[src/rtl/if_stage.sv]
// Instruction-fetch stage: holds the PC, issues one instruction-memory read per
// instruction, and computes the next PC once branch resolution has been gathered.
module if_stage #(
    parameter logic [31:0] RESET_PC = 32'h0000_0000,
    parameter logic [31:0] PC_STEP  = 32'd4
) (
    input  logic        clk,
    input  logic        reset,
    input  logic        Controller_branch,
    input  logic        Controller_branch_kick_up,
    input  logic        ALU_Zero,
    input  logic        ALU_Zero_kick_up,
    input  logic [31:0] imme,
    input  logic        imme_kick_up,
    output logic        instruction_kick_up,
    output logic        inst_mem_read_enable,
    output logic [31:0] inst_mem_read_addr
);

    typedef enum logic [1:0] {
        S_IDLE,
        S_ISSUE,
        S_DELIVER,
        S_RESOLVE
    } state_t;

    state_t      state_q, state_d;
    logic [31:0] pc_q, pc_d;
    logic        rd_en_q, rd_en_d;
    logic        kick_q, kick_d;
    logic        have_br_q, have_br_d;
    logic        have_z_q, have_z_d;
    logic        have_imm_q, have_imm_d;
    logic        br_q, br_d;
    logic        z_q, z_d;
    logic [31:0] imm_q, imm_d;

    logic        eff_have_br, eff_have_z, eff_have_imm;
    logic        eff_br, eff_z;
    logic [31:0] eff_imm;
    logic        resolve;

    // A strobe in the current cycle takes precedence over the latched copy.
    always_comb begin
        eff_have_br  = have_br_q | Controller_branch_kick_up;
        eff_have_z   = have_z_q | ALU_Zero_kick_up;
        eff_have_imm = have_imm_q | imme_kick_up;
        eff_br       = Controller_branch_kick_up ? Controller_branch : br_q;
        eff_z        = ALU_Zero_kick_up ? ALU_Zero : z_q;
        eff_imm      = imme_kick_up ? imme : imm_q;
        resolve      = (state_q == S_RESOLVE) && eff_have_br &&
                       (!eff_br || (eff_have_z && eff_have_imm));
    end

    always_comb begin
        state_d    = state_q;
        pc_d       = pc_q;
        have_br_d  = eff_have_br;
        have_z_d   = eff_have_z;
        have_imm_d = eff_have_imm;
        br_d       = eff_br;
        z_d        = eff_z;
        imm_d      = eff_imm;

        case (state_q)
            S_IDLE:    state_d = S_ISSUE;
            S_ISSUE:   state_d = S_DELIVER;
            S_DELIVER: state_d = S_RESOLVE;
            S_RESOLVE: begin
                if (resolve) begin
                    // Resolving strobes are consumed here and never carry over.
                    pc_d       = (eff_br && eff_z) ? pc_q + eff_imm : pc_q + PC_STEP;
                    state_d    = S_ISSUE;
                    have_br_d  = 1'b0;
                    have_z_d   = 1'b0;
                    have_imm_d = 1'b0;
                    br_d       = 1'b0;
                    z_d        = 1'b0;
                    imm_d      = 32'h0;
                end
            end
            default:   state_d = S_IDLE;
        endcase

        rd_en_d = (state_d == S_ISSUE);
        kick_d  = (state_d == S_DELIVER);
    end

    always_ff @(posedge clk or posedge reset) begin
        if (reset) begin
            state_q    <= S_IDLE;
            pc_q       <= RESET_PC;
            rd_en_q    <= 1'b0;
            kick_q     <= 1'b0;
            have_br_q  <= 1'b0;
            have_z_q   <= 1'b0;
            have_imm_q <= 1'b0;
            br_q       <= 1'b0;
            z_q        <= 1'b0;
            imm_q      <= 32'h0;
        end else begin
            state_q    <= state_d;
            pc_q       <= pc_d;
            rd_en_q    <= rd_en_d;
            kick_q     <= kick_d;
            have_br_q  <= have_br_d;
            have_z_q   <= have_z_d;
            have_imm_q <= have_imm_d;
            br_q       <= br_d;
            z_q        <= z_d;
            imm_q      <= imm_d;
        end
    end

    assign inst_mem_read_enable = rd_en_q;
    assign instruction_kick_up  = kick_q;
    assign inst_mem_read_addr   = pc_q;

endmodule

[config.mk]
export PLATFORM = sky130hd
export DESIGN_NAME = if_stage
export DESIGN_NICKNAME = d
export VERILOG_FILES = /design/src/rtl/if_stage.sv
export SDC_FILE = /design/constraint.sdc
export NUM_CORES = 1
export LEC_CHECK = 0
export ABC_AREA = 1
export CAP_MARGIN = 15
export CORE_MARGIN = 1
export CORE_UTILIZATION = 40
export CTS_CLUSTER_DIAMETER = 60
export DETAILED_ROUTE_END_ITERATION = 7
export DONT_BUFFER_PORTS = 1
export GPL_ROUTABILITY_DRIVEN = 0
export REMOVE_ABC_BUFFERS = 1
export SYNTH_ARGS = -nofsm -noshare
export SYNTH_HDL_FRONTEND = slang
export SYNTH_SLANG_ARGS = --single-unit
[constraint.sdc]
create_clock -name clk -period 7.75 [get_ports clk]
set_clock_uncertainty 0.15 [all_clocks]
set_input_delay 1.55 -clock clk [delete_from_list [all_inputs] [get_ports clk]]
set_output_delay 1.55 -clock clk [all_outputs]
set_load 0.1 [all_outputs]
==> flow_metrics.env <==
export IMPL_drt_iter0_markers=577
export IMPL_fin_setup_tns_ns=0
export IMPL_whs_ns=0.333
export IMPL_ys_top_cells_by_area="dfrtp_1, nand2_1, inv_1, nor2_1, ha_1"
export IMPL_syn_to_final_growth_pct=9.00
export IMPL_cp_required_ns=7.88
export IMPL_setup_viol=0
export IMPL_worst_pin_slew_ns=1.19
export IMPL_via_per_inst=5.04
export IMPL_cp_start_kind="primary input"
export IMPL_ys_ff_latch=73
export IMPL_drive_above_1_share=0.0933
export IMPL_insertion_delay_ns=0.36
export IMPL_ioPinCount=73
export IMPL_synth_common_cells="nand2_1, inv_1, nor2_1"
export IMPL_hold_path_startpoint="state_q[1]"
export IMPL_start_util=0.407
export IMPL_max_cap_violations=0
export IMPL_synth_avg_cell_area_sq_um=6.19
export IMPL_endpoint_kind="register"
export IMPL_synthMostInstantiatedCell="nand2_1"
export IMPL_h_tree_depth=3
export IMPL_ant_nets=0
export IMPL_yosysTopAreaCell="dfrtp_1"
export IMPL_period_minus_slack_ns=4.18
export IMPL_crit_arrival_ns=4.31
export IMPL_clk_pin_slew_ns=0.07
export IMPL_dp_hpwl_mm=15.3
export IMPL_ys_warn_count=0
export IMPL_die_area_sq_mm=0.0166
export IMPL_cts_root_buffer="clkbuf_16"
export IMPL_worstPathMaxFanout=34
export IMPL_antenna_cells=0
export IMPL_cts_resized_gates=0
export IMPL_synthesis_area_sq_mm=0.00644
export IMPL_r2r_start="inst_mem_read_addr[0]"
export IMPL_grt_max_degree=74
export IMPL_ys_types=40
export IMPL_synth_edf_count=0
export IMPL_numCtsBuffers=9
export IMPL_synth_main_ff_cell="dfrtp_1"
export IMPL_rsz0062_at_grt="false"
export IMPL_track_usage=0.255
export IMPL_die_x_um=129
export IMPL_synthDominantCellAreaShare=0.284
export IMPL_final_max_slew_viol_count=0
export IMPL_antenna_found_initial=1
export IMPL_grt_pass1_wl_mm=32.0
export IMPL_first_global_vias=6018
export IMPL_finalCritPeriodShare=0.540
export IMPL_first_pass_iters=8
export IMPL_cts_tree="yes"
export IMPL_fin_nets=1117
export IMPL_hold_buffers=0
export IMPL_hold_viol=0
export IMPL_slew_headroom=0.208
export IMPL_clock_sinks=73
export IMPL_clockBufferDepth=2
export IMPL_die_h_um=129
export IMPL_drt_wl_total_mm=20.0
export IMPL_route_detailed_drc=0
export IMPL_portBuffers=0
export IMPL_worstSetupStartpoint="imme_kick_up"
export IMPL_core_area_sq_mm=0.0158
export IMPL_worstSetupPathType="primary input to register"
export IMPL_grt_overflow_total=0
export IMPL_max_freq_mhz=239
export IMPL_post_drt_wl_per_cell_um=15.8
export IMPL_post_cts_buffers=0
export IMPL_synth_cells=1040
export IMPL_hold_class="register to register"
export IMPL_async_reset_ff_frac=1.00
export IMPL_ys_seq_area_frac=0.284
export IMPL_rows=46
export IMPL_vias=6381
export IMPL_status="complete, no violations"
==> layer usage <==
layer | share of wire | track usage
met3 | 0.069 | 0.0478
met1 | 0.48 | 0.353
met2 | 0.43 | 0.398
met4 | 0.018 | 0.0817
met5 | 0.00065 | 0
==> area by class of cell <==
class / instances / area, sq um
fillers: 1680 / 8810
clock buffers: 9 / 225
clock inverters: 7 / 76.3
flip-flops and latches: 73 / 1830
well taps: 216 / 270
repair buffers: 15 / 113
inverters: 188 / 707
multi-input cells: 758 / 3800
==> final timing paths <==
kind,end,slack [ns],depth (start not counted)
setup / recovery,inst_mem_read_addr[28],3.57,16
setup reg to reg,inst_mem_read_addr[28],4.67,12
hold reg to reg,instruction_kick_up,0.33,1
min in group asynchronous,br_q,1.22,2
max in group asynchronous,inst_mem_read_addr[29],5.59,2
hold / removal,instruction_kick_up,0.33,1
==> sequential cells by signal, summed over array words and instances, names as in the netlist <==
signal                flops
have_z_q                  1
z_q                       1
state_q                   2
have_imm_q                1
br_q                      1
inst_mem_read_enable      1
imm_q                    32
inst_mem_read_addr       32
have_br_q                 1
instruction_kick_up       1
==> metrics by stage <==
stage,setup WS [ns],instances,utilization,instance area [sq um]
final,3.57,1266,0.443,7020
after global routing,3.26,1266,0.443,7020
after CTS,3.57,1266,0.443,7020
after detailed placement,3.21,1250,0.424,6720
after global placement,3.26,1250,0.424,6720
after floorplan,3.92,1019,-,6330
==> worst max-delay path: stages <==
cell	delay, ns
inv_1	0.59
or2_2	0.22
o21ai_0	0.10
inv_1	0.08
ha_1	0.20
inv_1	0.07
fa_1	0.35
inv_1	0.12
nand3_1	0.10
nand3_1	0.19
nand2_1	0.08
nand3_1	0.17
nand2_1	0.13
nand3_1	0.10
nand3_1	0.08
a21oi_1	0.17
==> cell usage in the layout, fill, tap and decap left out, drive strengths merged <==
cell type | netlist | final
mux2 | 1 | 1
a22oi | 6 | 6
nand3b | 9 | 9
nor3b | 1 | 1
fa | 1 | 1
xor2 | 5 | 5
clkinv | 0 | 2
bufinv | 0 | 1
nor2 | 122 | 122
nand3 | 66 | 66
or2 | 32 | 32
buf | 13 | 15
nor3 | 21 | 21
clkbuf | 8 | 9
a21oi | 52 | 52
nand4 | 14 | 14
and3 | 3 | 3
a21o | 1 | 1
clkinvlp | 0 | 2
o21ai | 57 | 57
dfrtp | 73 | 73
mux2i | 2 | 2
o211ai | 6 | 6
o22ai | 1 | 1
inv | 188 | 190
ha | 32 | 32
o21bai | 3 | 3
nand2 | 317 | 317
a31oi | 4 | 4
xnor2 | 2 | 2
==> cell families after synthesis <==
kind of cell               Yosys count  share of synthesized area
DFF                                 73                      0.284
adders and majority gates           33                     0.0653
and+or+nand+nor                    585                      0.401
AOI/OAI and AO/OA                  130                      0.108
buffers and inverters              209                      0.126
muxes                                3                    0.00486
xor gates and xnor gates             7                     0.0107
Power is not shown: default switching activity piles up to over one toggle a cycle in this logic, so the estimate is an artifact.
